File: src/rtl/core_pkg.sv
// Shared definitions for the fetch/decode stage and the register file.
package core_pkg;

    localparam int unsigned WORD_W    = 16;
    localparam int unsigned OPC_W     = 4;
    localparam int unsigned REG_IDX_W = 3;
    localparam int unsigned FUNC_W    = 3;

    // Instruction field bit positions (LSB of each field)
    localparam int unsigned OPC_LSB  = 12;
    localparam int unsigned Y_LSB    = 9;
    localparam int unsigned A_LSB    = 6;
    localparam int unsigned B_LSB    = 3;
    localparam int unsigned FUNC_LSB = 0;

    localparam logic [WORD_W-1:0] PC_RESET_DEF    = 16'h0000;
    localparam logic [OPC_W-1:0]  IMM_OPCODE_DEF  = 4'hF;
    localparam logic [OPC_W-1:0]  HALT_OPCODE_DEF = 4'hE;

    typedef enum logic [1:0] {
        ST_FETCH     = 2'd0,
        ST_FETCH_IMM = 2'd1,
        ST_HOLD      = 2'd2,
        ST_HALT      = 2'd3
    } fetch_state_t;

endpackage

File: src/rtl/instr_fields.sv
// Combinational slicer: instruction word -> opcode / register indices / function.
module instr_fields
    import core_pkg::*;
(
    input  logic [WORD_W-1:0]    i_word,
    output logic [OPC_W-1:0]     o_opcode_c,
    output logic [REG_IDX_W-1:0] o_yindex_c,
    output logic [REG_IDX_W-1:0] o_aindex_c,
    output logic [REG_IDX_W-1:0] o_bindex_c,
    output logic [FUNC_W-1:0]    o_func_c
);

    assign o_opcode_c = i_word[OPC_LSB  +: OPC_W];
    assign o_yindex_c = i_word[Y_LSB    +: REG_IDX_W];
    assign o_aindex_c = i_word[A_LSB    +: REG_IDX_W];
    assign o_bindex_c = i_word[B_LSB    +: REG_IDX_W];
    assign o_func_c   = i_word[FUNC_LSB +: FUNC_W];

endmodule

File: src/rtl/fetch_decode.sv
// Fetch/decode stage: fetches words over req/ack, assembles immediates,
// and holds one decoded instruction for the downstream valid/ready handshake.
module fetch_decode
    import core_pkg::*;
#(
    parameter logic [WORD_W-1:0] RESET_PC    = PC_RESET_DEF,
    parameter logic [OPC_W-1:0]  IMM_OPCODE  = IMM_OPCODE_DEF,
    parameter logic [OPC_W-1:0]  HALT_OPCODE = HALT_OPCODE_DEF
)
(
    input  logic                 CLK,
    input  logic                 RST_N,
    output logic                 mem_req,
    output logic [WORD_W-1:0]    mem_addr,
    input  logic                 mem_ack,
    input  logic [WORD_W-1:0]    mem_data,
    input  logic                 br_en,
    input  logic [WORD_W-1:0]    br_target,
    output logic                 dec_valid,
    input  logic                 dec_ready,
    output logic [OPC_W-1:0]     dec_opcode,
    output logic [REG_IDX_W-1:0] dec_yindex,
    output logic [REG_IDX_W-1:0] dec_aindex,
    output logic [REG_IDX_W-1:0] dec_bindex,
    output logic [FUNC_W-1:0]    dec_func,
    output logic [WORD_W-1:0]    dec_imm,
    output logic                 dec_imm_en,
    output logic [WORD_W-1:0]    dec_pc,
    output logic                 halted
);

    fetch_state_t r_state, w_state_nxt;

    logic [WORD_W-1:0]    r_pc, w_pc_nxt;
    logic [WORD_W-1:0]    r_addr, w_addr_nxt;
    logic                 r_req, w_req_nxt;
    logic                 r_flush, w_flush_nxt;
    logic                 r_valid, w_valid_nxt;
    logic                 r_halted, w_halted_nxt;
    logic                 w_ack;
    logic                 w_load_word;
    logic                 w_load_imm;

    logic [OPC_W-1:0]     r_opcode;
    logic [REG_IDX_W-1:0] r_yindex, r_aindex, r_bindex;
    logic [FUNC_W-1:0]    r_func;
    logic [WORD_W-1:0]    r_imm, r_dpc;
    logic                 r_imm_en;

    logic [OPC_W-1:0]     w_opcode;
    logic [REG_IDX_W-1:0] w_yindex, w_aindex, w_bindex;
    logic [FUNC_W-1:0]    w_func;

    instr_fields u_fields (
        .i_word     (mem_data),
        .o_opcode_c (w_opcode),
        .o_yindex_c (w_yindex),
        .o_aindex_c (w_aindex),
        .o_bindex_c (w_bindex),
        .o_func_c   (w_func)
    );

    // Next-state, PC, flush and registered-output decode
    always_comb begin
        w_state_nxt = r_state;
        w_pc_nxt    = r_pc;
        w_flush_nxt = r_flush;
        w_load_word = 1'b0;
        w_load_imm  = 1'b0;
        w_ack       = mem_ack && r_req;

        case (r_state)
            ST_FETCH: begin
                if (w_ack) begin
                    if (r_flush) begin
                        w_flush_nxt = 1'b0;
                    end else begin
                        w_load_word = 1'b1;
                        w_pc_nxt    = r_pc + 16'd1;
                        w_state_nxt = (w_opcode == IMM_OPCODE) ? ST_FETCH_IMM : ST_HOLD;
                    end
                end
            end
            ST_FETCH_IMM: begin
                if (w_ack) begin
                    w_load_imm  = 1'b1;
                    w_pc_nxt    = r_pc + 16'd1;
                    w_state_nxt = ST_HOLD;
                end
            end
            ST_HOLD: begin
                if (dec_ready) begin
                    w_state_nxt = (r_opcode == HALT_OPCODE) ? ST_HALT : ST_FETCH;
                end
            end
            ST_HALT: begin
                w_state_nxt = ST_HALT;
            end
            default: begin
                w_state_nxt = ST_FETCH;
            end
        endcase

        // Redirect overrides everything; an unacked request must still drain
        if (br_en && (r_state != ST_HALT)) begin
            w_pc_nxt    = br_target;
            w_state_nxt = ST_FETCH;
            w_load_word = 1'b0;
            w_load_imm  = 1'b0;
            w_flush_nxt = r_req && !w_ack;
        end

        w_req_nxt    = (w_state_nxt == ST_FETCH) || (w_state_nxt == ST_FETCH_IMM);
        w_valid_nxt  = (w_state_nxt == ST_HOLD);
        w_halted_nxt = (w_state_nxt == ST_HALT);
        // Address is frozen while a request is outstanding
        w_addr_nxt   = (!r_req || w_ack) ? w_pc_nxt : r_addr;
    end

    // State, PC and handshake registers
    always_ff @(posedge CLK or negedge RST_N) begin
        if (!RST_N) begin
            r_state  <= ST_FETCH;
            r_pc     <= RESET_PC;
            r_addr   <= RESET_PC;
            r_req    <= 1'b0;
            r_flush  <= 1'b0;
            r_valid  <= 1'b0;
            r_halted <= 1'b0;
        end else begin
            r_state  <= w_state_nxt;
            r_pc     <= w_pc_nxt;
            r_addr   <= w_addr_nxt;
            r_req    <= w_req_nxt;
            r_flush  <= w_flush_nxt;
            r_valid  <= w_valid_nxt;
            r_halted <= w_halted_nxt;
        end
    end

    // Decoded-instruction holding registers
    always_ff @(posedge CLK or negedge RST_N) begin
        if (!RST_N) begin
            r_opcode <= '0;
            r_yindex <= '0;
            r_aindex <= '0;
            r_bindex <= '0;
            r_func   <= '0;
            r_imm    <= '0;
            r_imm_en <= 1'b0;
            r_dpc    <= '0;
        end else if (w_load_word) begin
            r_opcode <= w_opcode;
            r_yindex <= w_yindex;
            r_aindex <= w_aindex;
            r_bindex <= w_bindex;
            r_func   <= w_func;
            r_imm    <= '0;
            r_imm_en <= 1'b0;
            r_dpc    <= r_addr;
        end else if (w_load_imm) begin
            r_imm    <= mem_data;
            r_imm_en <= 1'b1;
        end
    end

    assign mem_req    = r_req;
    assign mem_addr   = r_addr;
    assign dec_valid  = r_valid;
    assign halted     = r_halted;
    assign dec_opcode = r_opcode;
    assign dec_yindex = r_yindex;
    assign dec_aindex = r_aindex;
    assign dec_bindex = r_bindex;
    assign dec_func   = r_func;
    assign dec_imm    = r_imm;
    assign dec_imm_en = r_imm_en;
    assign dec_pc     = r_dpc;

endmodule

File: config.mk
export PLATFORM = sky130hd
export DESIGN_NAME = fetch_decode
export DESIGN_NICKNAME = d
export VERILOG_FILES = /design/src/rtl/core_pkg.sv /design/src/rtl/instr_fields.sv /design/src/rtl/fetch_decode.sv
export SDC_FILE = /design/constraint.sdc
export NUM_CORES = 1
export LEC_CHECK = 0
export ABC_CLOCK_PERIOD_IN_PS = 4250
export BUFFER_PORTS_ARGS = -buffer_cell sky130_fd_sc_hd__buf_2
export CORE_MARGIN = 2
export CORE_UTILIZATION = 38
export CTS_CLUSTER_SIZE = 8
export DETAILED_ROUTE_END_ITERATION = 16
export SKIP_LAST_GASP = 1
export SYNTH_ARGS = -nofsm -noshare
export SYNTH_HDL_FRONTEND = slang
export SYNTH_HIERARCHICAL = 1
export SYNTH_SLANG_ARGS = --single-unit
export TNS_END_PERCENT = 10
File: constraint.sdc
create_clock -name CLK -period 4.25 [get_ports CLK]
set_input_delay 0.6375 -clock CLK [delete_from_list [all_inputs] [get_ports CLK]]
set_output_delay 0.6375 -clock CLK [all_outputs]
set_load 0.05 [all_outputs]
==> metrics.md, run 1 <==
| Metric | Value |
|---|---|
| Max-cap violations | 0 |
| Setup crit start kind | register |
| Register Area | around 0.0022 mm^2 |
| Worst Skew | approximately 0.0074 ns |
| FF-to-FF Start | r_state[1] |
| Hold_ws | around 0.33 ns |
| Mean Syn Cell Area | 12.0 um^2 |
| Worst Setup EP | dec_imm[3] |
| Crit Path Category | reg -> reg |
| CTS H-tree lvls | 3 |
| Initial Utilization | 39.0% |
| CTS max path bufs | 2 |
| RSZ-0062 raised after global routing | no |
| CTS Buf Count | 9 |
| Chip height | approximately 100 um |
| Number of synthesized flops with an enable pin | 0 |
| Worst-Margin Slew | about 1.2 ns |
| Leak | 2.12 nW |
| DIE WIDTH | around 100 um |
| Gr ovfl total | 0 |
| Port buffer count | 104 |
| Ys flop type | dfrtp_1 |
| Reg-to-reg slack, setup | between 1.5 and 2 ns |
| I/O pin total | between 100 and 150 |
| Cells along the critical path | nand3b_4, or4_2, nor2b_1, buf_4, a22o_1 |
| Synth Register Bits | just under 90 |
| CP Max Fanout | 34 |
| Root buf cell | clkbuf_8 |
| Core area | between 0.009 and 0.01 mm^2 |
| CTS tree | yes |
| # rows | 36 |
| Distinct cells, synth | 44 |
| Drt first-iter violations | 74 |
| CP required | between 4 and 5 ns |
| TNS Setup | 0 ns |
| Post-DP HPWL | between 5 and 6 mm |
| First-pass GRT wire length | ~14 mm |
| Share of layout cells above drive strength 1 | 41.4% |
| Drt via density | between 4 and 5 |
| Slew Limit Fails | 0 |
| Synth Cell Area | around 0.0038 mm^2 |
| Cell at the slowest stage of the critical path | or4_2 |
| R2r endpoint | dec_imm[3] |
| Sequential area share after synthesis | between 50% and 60% |
| Vias in the first global route | approximately 2600 |
| Pin count of the biggest net entering global routing | 58 |
| Crit path DAT | about 2.8 ns |
| Average wire per standard cell | 14.8 um |
| Run status | complete, no violations |
| FMAX | 388 MHz |
| Critical Path End Type | register |
| Drt drc | 0 |
| Period Utilization, post-route | between 60% and 70% |
| Die Footprint | 0.0108 mm^2 |
| Cells after synthesis | 317 |
| Syn_nets | approximately 360 |
| Area Overhead vs Synth | 18.6% |
| DRT Wirelength | around 8 mm |
| Cells resized by post-CTS repair | 0 |
| Fin crit period | 2.57 ns |
| Multi-input combinational cell area | about 0.0014 mm^2 |
| Antenna Cells | 0 |
| Leading area contributor after synthesis | dfrtp_1 |
| CP startpoint | r_state[1] |
| Total GRT Usage | between 10% and 20% |
| Post-CTS Setup Bufs | 0 |
| Clock latency on the worst-skew pair | between 0.3 and 0.4 ns |
| Reg2reg path depth | 5 |
| Pwr per Cell Area | between 600 and 700 mW/mm^2 |
| Clock-pin slew on the worst setup and hold paths | roughly 0.08 ns |
| Worst IR Drop VDD | between 0.0003 and 0.0004 V |
| Hold_buf cts | 0 |
| HP Class | in -> async |
| Final setup vio count | 0 |
| Filler cells | approximately 970 |
| Total of warnings raised by yosys | 6 |
| Largest stage delay, worst path | 1.02 ns |
| Asr flop ratio synth | between 90% and 100% |
| Initial antenna violation count | 0 |
| Final hold vios | 0 |
| Yosys top cell area share | 57.1% |
| # nets final | 440 |
| Gpl congestion | ~0.8 |
| Slew headroom | 17.1% |
| Final antenna-violating net count | 0 |
| DR vias | around 2700 |
| Drt first pass iters | 4 |
| Sink Count | 87 |
| Top cells by area, synth | dfrtp_1, mux2_2, a22o_1 |
==> worst max-delay path, delay by kind of cell (launching register included) <==
kind / cells / cell delay, ns
buf+inv: 1 / 0.19
flops: 1 / 0.47
simple gates: 3 / 1.60
compound gates: 1 / 0.19
==> where the power goes <==
group / internal [W] / switching [W] / leakage, nW
sequential: 0.00102 / 0.000113 / 1.05
clock: 0.000343 / 0.000281 / 0.109
combinational: 0.000306 / 0.000862 / 0.957
total: 0.00167 / 0.00126 / 2.12
==> layout by cell type (no fill, tap or decap), drive strengths merged, types with 2 or more instances in the layout <==
cell      n
nand3     8
buf     107
or3       5
nor4      5
nor3b     2
nand2    19
clkinv    2
and3      2
bufinv    2
o31a      2
o31ai     4
a21oi    16
mux2     39
nand4     3
nor2     31
a22o     16
clkbuf   11
xor2      8
nor2b     4
nor3      3
xnor2     4
dfrtp    87
o21ai     9
==> per-stage QoR <==
stage | worst slack, ns | cells | utilization (%) | area [um^2] | power, W
6_report | 1.68 | 539 | 46.2 | 4520 | 0.00293
4_1_cts | 1.67 | 539 | 46.2 | 4520 | 0.00297
3_3_place_gp | 1.48 | 524 | 44.1 | 4310 | 0.00232
3_5_place_dp | 1.43 | 524 | 44.1 | 4310 | 0.00234
5_1_grt | 1.54 | 539 | 46.2 | 4520 | 0.00308
2_1_floorplan | 2.18 | 317 | - | 3810 | 0.00206
==> cell type report <==
class                           count  area share [%]
Inverter                            1          0.0831
Tap cell                          133            3.68
Sequential cell                    87            48.2
Clock inverter                      4            1.55
Multi-Input combinational cell    196            31.3
Clock buffer                       11            3.13
Timing Repair Buffer              107            12.1
==> logic make-up (layout without fill, tap and decap cells) <==
kind of cell / count (synthesis) / in the layout / synth area share, %
AO/OA/AOI/OAI: 56 / 56 / 10.1
XOR/XNOR: 12 / 12 / 2.76
adder cells (fa/ha/maj): 1 / 1 / 0.328
buffers and inverters: 34 / 123 / 5.78
flip-flops: 87 / 87 / 57.1
multiplexers: 40 / 40 / 11.8
AND/OR/NAND/NOR: 87 / 87 / 12.1
==> how the worst min path moves through the flow <==
stage | endpoint | slack (ns) | cells past startpoint
6_report | dec_pc[7] | 0.33 | 1
5_1_grt | dec_pc[7] | 0.38 | 1
4_1_cts | dec_pc[7] | 0.36 | 1
3_5_place_dp | dec_imm[2] | 0.48 | 1
3_3_place_gp | dec_pc[7] | 0.48 | 1
2_1_floorplan | dec_aindex[0] | 0.34 | 0
==> routing by layer <==
metal  vias up  GRT usage (%)  share of wire [%]
met5         -              0                  0
met4         0           4.25               0.81
met3         9           5.26                6.9
met2        84           23.7                 46
met1      1297           20.9                 46
li1       1277              -                  -
==> cells in the mapped netlist (2+ instances only) <==
cell	n
a21oi_1	16
nor2b_1	4
buf_4	16
nand2_1	19
mux2_2	39
nor4_1	3
o31ai_1	4
buf_2	8
xor2_1	8
clkbuf_1	6
and3_1	2
or3_1	5
nor3_1	2
buf_6	3
o21ai_0	9
dfrtp_1	87
nand3_1	8
nor2_1	31
nand4_1	3
xnor2_1	4
o31a_1	2
a22o_1	16
==> sequential cells by signal (all words and copies together) (netlist names), 4 cells and up <==
name and count:
dec_opcode 4, dec_pc 16, mem_addr 16, r_pc 16
dec_imm 16
(Power assumes the default switching activity.)
==> run 2: changes to the inputs <==
ABC_CLOCK_PERIOD_IN_PS = 2200   (was 4250)
clock period = 2.2 ns   (was 4.25 ns; I/O delays follow)
==> metrics.md, run 2 (synthesis results as in run 1) <==
| Metric | Value |
|---|---|
| TNS Setup | 0 ns |
| Hold_ws | about 0.20 ns |
| CP startpoint | mem_req |
| Top Family by Delay on Critical Path | simple AND/OR/NAND/NOR gates |
| Worst Skew | between 0.008 and 0.009 ns |
| Root buf cell | clkbuf_8 |
| Core area | roughly 0.01 mm^2 |
| Fin crit period | 1.92 ns |
| FMAX | about 520 MHz |
| Pin count of the biggest net entering global routing | 41 |
| R2r endpoint | dec_pc[15] |
| RSZ-0062 raised after global routing | no |
| DIE WIDTH | 104 um |
| Average wire per standard cell | 15.2 um |
| Pwr per Cell Area | 1250 mW/mm^2 |
| Slew headroom | between 50% and 60% |
| Worst IR Drop VDD | ~0.00073 V |
| Period Utilization, post-route | between 80% and 90% |
| Crit path DAT | about 2.2 ns |
| Drt first pass iters | 4 |
| HP Class | in -> reg |
| Gr ovfl total | 0 |
| Most frequent cells in the layout | buf_2, dfrtp_1, mux2_2 |
| Sink Count | 87 |
| Grt met1 use | between 20% and 30% |
| GR peak layer | met2 |
| Vias in the first global route | between 2000 and 3000 |
| Worst Hold Launch | br_target[15] |
| Hold_buf cts | 1 |
| Hold depth | 3 |
| Post-CTS Setup Bufs | 0 |
| Final antenna-violating net count | 0 |
| DRT Wirelength | 8.38 mm |
| # nets final | 450 |
| Clock-pin slew on the worst setup and hold paths | roughly 0.090 ns |
| Setup crit start kind | register |
| Initial Utilization | roughly two fifths |
| Post-DP HPWL | between 5 and 6 mm |
| Max-cap violations | 0 |
| CTS H-tree lvls | 3 |
| Gpl congestion | a little under 0.8 |
| Largest stage delay, worst path | 0.60 ns |
| Met2 GRT Util | 27.1% |
| Drt first-iter violations | 83 |
| Drt via density | 4.99 |
| DR vias | 2745 |
| Final hold vios | 0 |
| Port buffer count | 104 |
| Chip height | about 100 um |
| Leak | roughly 2.2 nW |
| CP required | ~2.5 ns |
| CTS tree | yes |
| Buffers & Inverters on Critical Path | 1 |
| CTS max path bufs | 2 |
| Clock latency on the worst-skew pair | roughly 0.35 ns |
| Drt drc | 0 |
| Share of layout cells above drive strength 1 | a little over two fifths |
| Initial antenna violation count | 0 |
| Reg-to-reg slack, setup | around 0.28 ns |
| # rows | 36 |
| Die Footprint | 0.0108 mm^2 |
| Cells resized by post-CTS repair | 0 |
| Crit Path Category | reg -> reg |
| Antenna Cells | 0 |
| Worst-Margin Slew | between 0.6 and 0.7 ns |
| Critical Path End Type | register |
| Area Overhead vs Synth | 21.4% |
| FF-to-FF Start | mem_req |
| Worst Hold End | r_pc[15] |
| Cell at the slowest stage of the critical path | or4_2 |
| First-pass GRT wire length | approximately 14 mm |
| Commonest non-fill, non-tap cell in the layout | buf_2 |
| Grt met3 use | under 10% |
| DP Cell Count | ~530 |
| Reg2reg path depth | 4 |
| Cells along the critical path | nand3b_4, or4_2, buf_4, mux2_2 |
| Slew Limit Fails | 0 |
| CP Max Fanout | 24 |
| CTS Buf Count | 9 |
| Run status | complete, no violations |
| Final setup vio count | 0 |
| Total GRT Usage | ~16% |
| Final cell count without fillers | 550 |
| I/O pin total | around 110 |
## run 2: changes by cell type in the layout (fill, tap and decap cells not counted)
| cell | change |
|---|---|
| buf_4 | +8 |
| inv_6 | +2 |
| clkbuf_1 | -1 |
| clkinv_4 | +1 |
| buf_12 | +1 |
| clkinv_2 | -1 |
| dlygate4sd3_1 | +1 |
## run 2: metrics by stage
| step | cell area [um^2] | setup slack [ns] | total power (W) | util (%) |
|---|---|---|---|---|
| after floorplan | 3810 | 0.142 | 0.00399 | - |
| after global placement | 4390 | 0.306 | 0.00451 | 44.9 |
| after detailed placement | 4390 | 0.257 | 0.00456 | 44.9 |
| after CTS | 4630 | 0.261 | 0.00585 | 47.3 |
| after global routing | 4630 | 0.118 | 0.00607 | 47.3 |
| final | 4630 | 0.277 | 0.00577 | 47.3 |
## run 2: final cells by class
class	instances	area, um^2
Timing Repair Buffer	117	636
Clock inverter	6	91.3
Clock buffer	10	138
Inverter	1	3.75
Multi-Input combinational cell	196	1420
Tap cell	133	166
Fill cell	917	5150
Sequential cell	87	2180
## run 2: power by group
part	internal (W)	total [W]	switching, W
clock network	0.000679	0.00127	0.000586
registers	0.00198	0.00221	0.000226
logic	0.000615	0.00230	0.00168
## run 2: worst max-delay path by stage
stage	to	slack, ns	cells after the start
floorplan	dec_imm[0]	0.14	7
global placement	dec_pc[8]	0.31	5
detailed placement	dec_aindex[0]	0.26	5
CTS	dec_aindex[0]	0.26	4
global route	r_pc[9]	0.12	6
finish	dec_pc[15]	0.28	4
## run 2: routing by layer
layer	part of all wire [%]	routed length [um]
met1	45	3770
met5	0	0
met4	0.86	72
met2	47	3980
met3	6.7	559
## run 2: worst min-delay path, stage by stage
cell and delay (ns):
buf_2 0.07, a21oi_1 0.07, nand2_1 0.05
==> run 3: changes to the inputs <==
CTS_CLUSTER_DIAMETER = 100   (was not set)
PLACE_DENSITY_LB_ADDON = 0.12   (was not set)
==> metrics.md, run 3 (synthesis results as in run 1) <==
| Metric | Value |
|---|---|
| Average wire per standard cell | 15.0 um |
| DR vias | between 2000 and 3000 |
| FF-to-FF Start | r_flush |
| Slew headroom | a little under half |
| Cell at the slowest stage of the critical path | nor2b_1 |
| DRT Wirelength | slightly above 8 mm |
| Die Footprint | between 0.01 and 0.015 mm^2 |
| Worst Skew | between 0.01 and 0.015 ns |
| CTS H-tree lvls | 3 |
| DP Cell Count | 532 |
| Final hold vios | 0 |
| Filler cells | about 950 |
| Total GRT Usage | about 16% |
| Share of layout cells above drive strength 1 | 42.8% |
| Gr ovfl total | 0 |
| # rows | 36 |
| Slew Limit Fails | 0 |
| Period Utilization, post-route | 86.7% |
| Fin crit period | around 1.9 ns |
| Worst IR Drop VDD | 0.000675 V |
| Max-cap violations | 0 |
| Pin count of the biggest net entering global routing | 46 |
| Total power | approximately 0.0056 W |
| Buffers & Inverters on Critical Path | 0 |
| Setup WS post-layout | ~0.29 ns |
| CTS tree | yes |
| Worst Hold Launch | br_target[11] |
| Crit path DAT | around 2.2 ns |
| Cells resized by post-CTS repair | 0 |
| Drt drc | 0 |
| Drt first-iter violations | about 120 |
| Initial antenna violation count | 0 |
| Drt first pass iters | 4 |
| Internal power | roughly 0.0031 W |
| Worst-Margin Slew | 0.788 ns |
| Hold depth | 3 |
| Flop pwr share | between 30% and 40% |
| Chip height | between 100 and 150 um |
| Initial Utilization | just under 40% |
| Clock-pin slew on the worst setup and hold paths | around 0.10 ns |
| Most frequent cells in the layout | buf_2, dfrtp_1, mux2_2 |
| Clock power frac | around a fifth |
| Hold_buf cts | 1 |
| FMAX | 524 MHz |
| CTS max path bufs | 2 |
| Clock latency on the worst-skew pair | ~0.36 ns |
| Post-DP HPWL | between 5 and 6 mm |
| TNS Setup | 0 ns |
| Cells along the critical path | nor2b_1, o31a_1, o221ai_1, and3_1, mux2_2 |
| Port buffer count | between 100 and 150 |
| Reg2reg path depth | 5 |
| # nets final | between 400 and 500 |
| Sink Count | 87 |
| Setup crit start kind | register |
| Root buf cell | clkbuf_8 |
| Top Family by Delay on Critical Path | simple AND/OR/NAND/NOR gates |
| Final cell count without fillers | approximately 550 |
| CP Max Fanout | 9 |
| HP Class | in -> reg |
| Final setup vio count | 0 |
| Crit Path Category | reg -> reg |
| Largest stage delay, worst path | 0.66 ns |
| Critical Path End Type | register |
| R2r endpoint | mem_addr[12] |
| Final antenna-violating net count | 0 |
| Area Overhead vs Synth | 20.3% |
| I/O pin total | approximately 110 |
| Pre-CTS setup slack | 0.287 ns |
| Gpl congestion | a little under 0.8 |
| Pwr per Cell Area | approximately 1200 mW/mm^2 |
| DIE WIDTH | ~100 um |
| Post-CTS Setup Bufs | 0 |
| Commonest non-fill, non-tap cell in the layout | buf_2 |
| Antenna Cells | 0 |
| Sw frac | between 40% and 50% |
| CTS Buf Count | 9 |
| Psw | roughly 0.0025 W |
| Drt via density | about 4.9 |
| RSZ-0062 raised after global routing | no |
| Run status | complete, no violations |
| Worst Hold End | r_pc[11] |
| CP required | ~2.4 ns |
| Gate power share | between 40 and 50% |
| First-pass GRT wire length | 13.6 mm |
| Reg-to-reg slack, setup | 0.29 ns |
| Vias in the first global route | roughly 2700 |
| Leak | ~2.2 nW |
| Core area | ~0.0098 mm^2 |
==> run 3: power groups by stage <==
stage                     logic [W]  clock network (W)  registers (W)
after floorplan            0.000550                  0        0.00344
after global placement      0.00229                  0        0.00221
after detailed placement    0.00230                  0        0.00223
after global routing        0.00240            0.00122        0.00226
after CTS                   0.00231            0.00114        0.00220
final                       0.00228            0.00110        0.00220
==> run 3: metal layers <==
layer	share of wire (%)	global-route usage (%)
met1	47	21.2
met2	46	24.4
met3	5.6	5.26
met4	0.90	4.34
met5	0	0
==> run 3: worst reg2reg max path, stage by stage (launching register included) <==
cell and delay (ns):
dfrtp_1 0.40, nor2b_1 0.66, o31a_1 0.19, o221ai_1 0.12, and3_1 0.18, mux2_2 0.26
==> run 3: cell type report <==
cell class	count	area, um^2	area share [%]
Inverter	1	3.75	0.0819
Sequential cell	87	2180	47.5
Multi-Input combinational cell	196	1420	30.9
Clock inverter	6	57.6	1.26
Tap cell	133	166	3.63
Timing Repair Buffer	116	628	13.7
Clock buffer	10	138	3.00
==> run 3: worst max path at each step <==
stage	start	depth (start not counted)	endpoint
2_1_floorplan	mem_req	7	dec_imm[0]
3_3_place_gp	r_flush	6	mem_addr[11]
3_5_place_dp	r_flush	5	mem_addr[0]
4_1_cts	r_flush	5	mem_addr[1]
5_1_grt	r_flush	5	mem_addr[0]
6_report	r_flush	5	mem_addr[12]
==> run 3: metrics by stage <==
step                      cell area, um^2  hold slack [ns]  util [%]
after global routing                 4590            0.174      46.9
after floorplan                      3810           0.0344         -
after global placement               4380            0.369      44.8
after CTS                            4590            0.181      46.9
after detailed placement             4380            0.367      44.8
final                                4590            0.196      46.9
